## src/rtl/interrupt_controller_pkg.sv

```systemverilog
// Shared configuration, state encoding and constants for the interrupt controller.
package interrupt_controller_pkg;

  // Number of maskable request lines; line 0 has the highest priority.
  localparam int NUM_IRQ = 8;
  // Vector width; 2**VEC_W must exceed NUM_IRQ so that NMI_CODE fits.
  localparam int VEC_W   = 4;

  // Vector value reported while the non-maskable source is in service.
  localparam logic [VEC_W-1:0]   NMI_CODE = VEC_W'(NUM_IRQ);
  // Mask value after reset: every maskable line blocked.
  localparam logic [NUM_IRQ-1:0] MASK_ALL = {NUM_IRQ{1'b1}};

  typedef enum logic [1:0] {
    IDLE    = 2'd0,
    REQ_INT = 2'd1,
    REQ_NMI = 2'd2,
    SERVICE = 2'd3
  } state_e;

endpackage

```

## src/rtl/interrupt_controller_if.sv

```systemverilog
// Bundle of request, acknowledge and status signals between the controller
// (slave) and the processor/device side (master).
interface interrupt_controller_if;
  import interrupt_controller_pkg::*;

  logic [NUM_IRQ-1:0] irq;
  logic               nmi_req;
  logic               mask_we;
  logic [NUM_IRQ-1:0] mask_in;
  logic               eoi;
  logic               INA;
  logic               INT;
  logic               NMI;
  logic               INTD;
  logic [VEC_W-1:0]   vector;
  logic [NUM_IRQ-1:0] pending;

  modport master (
    output irq, nmi_req, mask_we, mask_in, eoi, INA,
    input  INT, NMI, INTD, vector, pending
  );

  modport slave (
    input  irq, nmi_req, mask_we, mask_in, eoi, INA,
    output INT, NMI, INTD, vector, pending
  );

endinterface

```

## src/rtl/irq_priority_encoder.sv

```systemverilog
// Fixed-priority encoder: reports whether any line is eligible and the lowest
// eligible index (0 when nothing is eligible).
module irq_priority_encoder
  import interrupt_controller_pkg::*;
(
  input  logic [NUM_IRQ-1:0] eligible_i,
  output logic               any_o,
  output logic [VEC_W-1:0]   idx_o
);

  // Scan from the top down so the lowest set index is written last and wins.
  always_comb begin
    any_o = |eligible_i;
    idx_o = '0;
    for (int i = NUM_IRQ - 1; i >= 0; i--) begin
      if (eligible_i[i]) idx_o = VEC_W'(i);
    end
  end

endmodule

```

## src/rtl/interrupt_controller.sv

```systemverilog
// Priority interrupt controller: edge-captures device and NMI requests,
// arbitrates by fixed priority, hands the winner to the processor via
// INT/NMI + INA, and tracks the in-service source (one-level NMI nesting).
module interrupt_controller
  import interrupt_controller_pkg::*;
(
  input  logic                   clk,
  input  logic                   reset,
  interrupt_controller_if.slave  bus
);

  state_e             state_q, state_d;
  logic [NUM_IRQ-1:0] irq_q, pending_q, mask_q, clr_mask;
  logic               nmi_q, nmi_pend_q, ina_q;
  logic               req_any_q, enc_any;
  logic [VEC_W-1:0]   req_id_q, enc_idx;
  logic [VEC_W-1:0]   vector_q, vector_d, saved_q, saved_d;
  logic               saved_vld_q, saved_vld_d;
  logic               ack_int, ack_nmi;

  wire [NUM_IRQ-1:0] irq_rise = bus.irq & ~irq_q;
  wire               nmi_rise = bus.nmi_req & ~nmi_q;
  wire               ina_rise = bus.INA & ~ina_q;

  irq_priority_encoder u_enc (
    .eligible_i (pending_q & ~mask_q),
    .any_o      (enc_any),
    .idx_o      (enc_idx)
  );

  // One-hot clear of the pending bit being acknowledged.
  generate
    for (genvar gi = 0; gi < NUM_IRQ; gi++) begin : g_clr
      assign clr_mask[gi] = ack_int && (req_id_q == VEC_W'(gi));
    end
  endgenerate

  // State register.
  always_ff @(posedge clk or posedge reset) begin
    if (reset) state_q <= IDLE;
    else       state_q <= state_d;
  end

  // Next-state logic plus acknowledge strobes and vector/context updates.
  always_comb begin
    state_d     = state_q;
    vector_d    = vector_q;
    saved_d     = saved_q;
    saved_vld_d = saved_vld_q;
    ack_int     = 1'b0;
    ack_nmi     = 1'b0;
    case (state_q)
      IDLE: begin
        if (nmi_pend_q)     state_d = REQ_NMI;
        else if (req_any_q) state_d = REQ_INT;
      end
      REQ_INT: begin
        if (nmi_pend_q)      state_d = REQ_NMI;
        else if (!req_any_q) state_d = IDLE;
        else if (ina_rise) begin
          ack_int  = 1'b1;
          vector_d = req_id_q;
          state_d  = SERVICE;
        end
      end
      REQ_NMI: begin
        if (ina_rise) begin
          ack_nmi  = 1'b1;
          vector_d = NMI_CODE;
          state_d  = SERVICE;
        end
      end
      SERVICE: begin
        if (bus.eoi) begin
          if (saved_vld_q) begin
            vector_d    = saved_q;
            saved_vld_d = 1'b0;
          end else begin
            state_d = IDLE;
          end
        end else if (nmi_pend_q && (vector_q != NMI_CODE)) begin
          // Preempt a maskable handler; a nested NMI waits for its own eoi.
          saved_d     = vector_q;
          saved_vld_d = 1'b1;
          state_d     = REQ_NMI;
        end
      end
      default: state_d = IDLE;
    endcase
  end

  // Edge samples, pending/mask registers, arbitration result and context.
  always_ff @(posedge clk or posedge reset) begin
    if (reset) begin
      irq_q       <= '0;
      nmi_q       <= 1'b0;
      ina_q       <= 1'b0;
      pending_q   <= '0;
      nmi_pend_q  <= 1'b0;
      mask_q      <= MASK_ALL;
      req_any_q   <= 1'b0;
      req_id_q    <= '0;
      vector_q    <= '0;
      saved_q     <= '0;
      saved_vld_q <= 1'b0;
    end else begin
      irq_q       <= bus.irq;
      nmi_q       <= bus.nmi_req;
      ina_q       <= bus.INA;
      // A new edge on a bit being cleared keeps the bit set.
      pending_q   <= (pending_q & ~clr_mask) | irq_rise;
      nmi_pend_q  <= (nmi_pend_q & ~ack_nmi) | nmi_rise;
      if (bus.mask_we) mask_q <= bus.mask_in;
      req_any_q   <= enc_any;
      req_id_q    <= enc_idx;
      vector_q    <= vector_d;
      saved_q     <= saved_d;
      saved_vld_q <= saved_vld_d;
    end
  end

  assign bus.INT     = (state_q == REQ_INT);
  assign bus.NMI     = (state_q == REQ_NMI);
  assign bus.INTD    = (state_q == SERVICE);
  assign bus.vector  = vector_q;
  assign bus.pending = pending_q;

endmodule
```

## src/flat_wrapper.sv

```systemverilog
// flat-port wrapper written by rule: the top's interface ports become plain ports
module interrupt_controller_flat import interrupt_controller_pkg::*;
  (clk, reset, bus_irq, bus_nmi_req, bus_mask_we, bus_mask_in, bus_eoi, bus_INA, bus_INT, bus_NMI, bus_INTD, bus_vector, bus_pending);
  interrupt_controller_if bus_i ();
  input  logic clk;
  input  logic reset;
  input wire logic [$bits(bus_i.irq)-1:0] bus_irq;
  input wire logic [$bits(bus_i.nmi_req)-1:0] bus_nmi_req;
  input wire logic [$bits(bus_i.mask_we)-1:0] bus_mask_we;
  input wire logic [$bits(bus_i.mask_in)-1:0] bus_mask_in;
  input wire logic [$bits(bus_i.eoi)-1:0] bus_eoi;
  input wire logic [$bits(bus_i.INA)-1:0] bus_INA;
  output wire logic [$bits(bus_i.INT)-1:0] bus_INT;
  output wire logic [$bits(bus_i.NMI)-1:0] bus_NMI;
  output wire logic [$bits(bus_i.INTD)-1:0] bus_INTD;
  output wire logic [$bits(bus_i.vector)-1:0] bus_vector;
  output wire logic [$bits(bus_i.pending)-1:0] bus_pending;
  assign bus_i.irq = bus_irq;
  assign bus_i.nmi_req = bus_nmi_req;
  assign bus_i.mask_we = bus_mask_we;
  assign bus_i.mask_in = bus_mask_in;
  assign bus_i.eoi = bus_eoi;
  assign bus_i.INA = bus_INA;
  assign bus_INT = bus_i.INT;
  assign bus_NMI = bus_i.NMI;
  assign bus_INTD = bus_i.INTD;
  assign bus_vector = bus_i.vector;
  assign bus_pending = bus_i.pending;
  interrupt_controller u_core (.clk(clk), .reset(reset), .bus(bus_i));
endmodule
```

## config.mk

```make
export PLATFORM = sky130hd
export DESIGN_NAME = interrupt_controller_flat
export DESIGN_NICKNAME = d
export VERILOG_FILES = /design/src/rtl/interrupt_controller_pkg.sv /design/src/rtl/interrupt_controller_if.sv /design/src/rtl/irq_priority_encoder.sv /design/src/rtl/interrupt_controller.sv /design/src/flat_wrapper.sv
export SDC_FILE = /design/constraint.sdc
export NUM_CORES = 1
export LEC_CHECK = 0
export CORE_MARGIN = 2
export CORE_UTILIZATION = 45
export CTS_BUF_LIST = sky130_fd_sc_hd__clkbuf_4 sky130_fd_sc_hd__clkbuf_8
export CTS_CLUSTER_DIAMETER = 80
export DETAILED_ROUTE_END_ITERATION = 10
export PLACE_DENSITY_LB_ADDON = 0.05
export SLEW_MARGIN = 20
export SYNTH_ARGS = -nofsm -noshare
export SYNTH_HDL_FRONTEND = slang
export SYNTH_HIERARCHICAL = 1
export SYNTH_SLANG_ARGS = --single-unit
```

## constraint.sdc

```tcl
create_clock -name clk -period 2.5 [get_ports clk]
set_input_delay 0.375 -clock clk [delete_from_list [all_inputs] [get_ports clk]]
set_output_delay 0.375 -clock clk [all_outputs]
set_load 0.02 [all_outputs]
```

==> results by group <==
Run status
  – Outcome: finished, final reports clean

Floorplan
  – Die width: 67.87 um
  – Die height: 67.87 um
  – Initial Util: 0.4622
  – Core Box Area: 3971 um^2
  – Num rows: 23
  – Die area: 4606 um^2
  – Top-level port count: 37

Cells and area
  – Core Util, Final: 0.5983
  – Area added between synthesis and finish: 29.45%
  – Fill cell count: 310
  – Commonest non-fill, non-tap cells in the layout: clkdlybuf4s50_1, dfrtp_1, inv_1
  – Share of post-route cells with drive strength above 1: 0.1809
  – Most common cell after layout, fill and taps aside: clkdlybuf4s50_1
  – Final #Nets: 220
  – Diodes inserted: 0

Yosys
  – Syn avg cell area: 11.62 um^2
  – Post-Syn Area: 1836 um^2
  – Largest cells by area after synthesis: dfrtp_1, dfstp_2, mux2_2
  – FF+latch count, synth: 43
  – Cell taking the most area after synthesis: dfrtp_1
  – Area share of the largest cell type after synthesis: 0.4772
  – Mapped Cells: 158
  – YS warnings: 6
  – Seq/Total Area, Yosys: 0.5917
  – Unique cell type count in the Yosys netlist: 38
  – Syn nets: 180

Clock tree
  – Max H-tree Level: 2
  – Clk buf depth: 2
  – Worst-Skew Late Latency: 300 ps
  – Clk Tree Root Cell: clkbuf_8
  – Clk pin slew, worst setup/hold paths: 80 ps
  – TritonCTS Sinks: 43
  – Post-CTS Setup Bufs: 0
  – CTS Buf Count: 5
  – Post-CTS Resized: 0
  – Hold buffer count at CTS: 0
  – TritonCTS clock tree: done

Place
  – Port bufs: 36
  – Gpl congestion: 0.7804
  – Post-DP HPWL: 2646 um

Route
  – Wire per inst: 13.96 um
  – Via density: 5.120
  – 1st-pass router iterations: 4
  – Vias: 1275
  – DRC: 0
  – Iteration-0 DRC Markers: 63
  – Routed Antenna Nets: 0
  – Final WL: 3477 um

Power and ir drop
  – Peak supply drop: 0.4091 mV
  – Power density relative to cell area: 833.7 nW/um^2
  – Lkg Pwr: 1.039 nW

Worst setup path
  – Type of the worst setup path: flop to output pin
  – Crit-path leading delay family: buffers and inverters
  – Worst path required time: 2120 ps
  – Worst setup EP type: output pin
  – CP bufs+invs: 2
  – CP max stage delay: 620 ps
  – Slowest CP cell: clkdlybuf4s50_1
  – Max FO, Critical Path: 14
  – Crit path DAT: 1840 ps
  – CP Launch Type: flop
  – Cell Chain, Critical Path: nand2_1 > inv_2 > clkdlybuf4s50_1

Global route
  – Largest net degree at the start of global routing: 44
  – Antenna violations before repair: 0
  – GRT overflow: 0
  – Global-route wire length before repair: 5913 um
  – Vias in the first global route: 1263
  – GR Util All Layers: 0.1768

Job
  – MaxCap Viol Count: 0

STA
  – Final period utilization: 0.8854
  – Worst slew pin tran: 517.1 ps
  – Rel. slew slack: 0.6553
  – RSZ-0062 raised after global routing: false
  – Tmin final: 2214 ps
  – Layout Skew: 8.279 ps
  – Setup violations, final: 0
  – Final setup TNS: 0 ps
  – FMAX: 451.8 MHz
  – Hold Vio Cnt, Final: 0
  – Final max-slew violation count: 0

Hold path
  – Hold Path Class: flop to flop
## through the flow
stage	total power (W)	std cells	hold slack (ps)	cell area, um^2	setup WS, ps
floorplan	0.001195	158	399.6	1836	897.0
global placement	0.001350	241	414.3	2240	597.9
detailed placement	0.001364	241	419.6	2240	598.8
CTS	0.002010	249	434.3	2376	263.6
global route	0.002098	249	451.9	2376	156.4
finish	0.001981	249	426.0	2376	286.5
## Yosys cell counts, drive strengths merged
library cell and instances:
a21boi 1, a21oi 10, a22oi 1, a31o 1, a31oi 1, and2b 1
and3b 1, buf 2, clkbuf 2, conb 1, dfrtp 35, dfstp 8
inv 17, mux2 15, mux2i 1, nand2 3, nand3 4, nand3b 1
nand4 2, nand4b 1, nand4bb 1, nor2 12, nor2b 11, nor3 2
nor4 1, o211ai 2, o21ai 13, o21bai 1, o22ai 1, o41ai 1
or2 1, or3 1, or3b 2, or4b 1
## flip-flops by register name (all words and copies together), names as in the netlist
name	flops
u_core/saved_vld_q	1
u_core/state_q	2
u_core/req_any_q	1
u_core/saved_q	4
u_core/mask_q	8
u_core/bus.pending	8
u_core/irq_q	8
u_core/bus.vector	4
u_core/req_id_q	4
u_core/nmi_pend_q	1
u_core/nmi_q	1
u_core/ina_q	1
## area by class of cell
| class | count | area, um^2 | share of cell area |
|---|---|---|---|
| clock buffers | 5 | 68.82 | 0.02896 |
| multi-input cells | 94 | 659.4 | 0.2775 |
| clock inverters | 3 | 67.56 | 0.02844 |
| flip-flops and latches | 43 | 1086 | 0.4571 |
| inverters | 17 | 63.81 | 0.02686 |
| well taps | 50 | 62.56 | 0.02633 |
| repair buffers | 37 | 367.9 | 0.1548 |
## final timing paths
kind | start | endpoint | slack (ps) | depth (start not counted)
hold reg to reg | u_core/nmi_q$_DFF_PP0_ | u_core/nmi_pend_q$_DFF_PP0_ | 430 | 1
setup / recovery | u_core/state_q[1]$_DFFE_PP0P_ | bus_INTD | 290 | 3
min in group asynchronous | reset | u_core/irq_q[7]$_DFF_PP0_ | 500 | 3
setup reg to reg | u_core/bus.vector[0]$_DFFE_PP0P_ | u_core/saved_q[3]$_DFFE_PP0P_ | 880 | 3
max in group asynchronous | reset | u_core/mask_q[2]$_DFFE_PP1P_ | 1620 | 3
hold / removal | u_core/nmi_q$_DFF_PP0_ | u_core/nmi_pend_q$_DFF_PP0_ | 430 | 1
## worst reg2reg max path, delay by kind of cell, from the launching register on
family | cells | cell delay (ps)
and+or+nand+nor | 2 | 740
DFF | 1 | 420
muxes | 1 | 340
## logic make-up after synthesis
| kind of cell | after synthesis | synth area share |
|---|---|---|
| AO/OA/AOI/OAI | 32 | 0.1050 |
| multiplexers | 16 | 0.09748 |
| other | 1 | 0.002043 |
| flip-flops | 43 | 0.5917 |
| AND/OR/NAND/NOR | 45 | 0.1547 |
| buffers and inverters | 21 | 0.04908 |
## power by group
| part | switching [W] | internal, W | leakage, nW |
|---|---|---|---|
| logic | 0.000220 | 0.000236 | 0.494 |
| registers | 0.0000995 | 0.000791 | 0.480 |
| clock network | 0.000236 | 0.000398 | 0.0644 |
| total | 0.000556 | 0.00142 | 1.04 |
## per-layer routing
metal / up-vias / track usage / wire length [um]
li1: 617 / - / -
met1: 626 / 0.2185 / 1450
met2: 28 / 0.2917 / 1816
met3: 4 / 0.04934 / 144
met4: 0 / 0.07500 / 66
met5: - / 0 / 0
(Power assumes the default switching activity.)
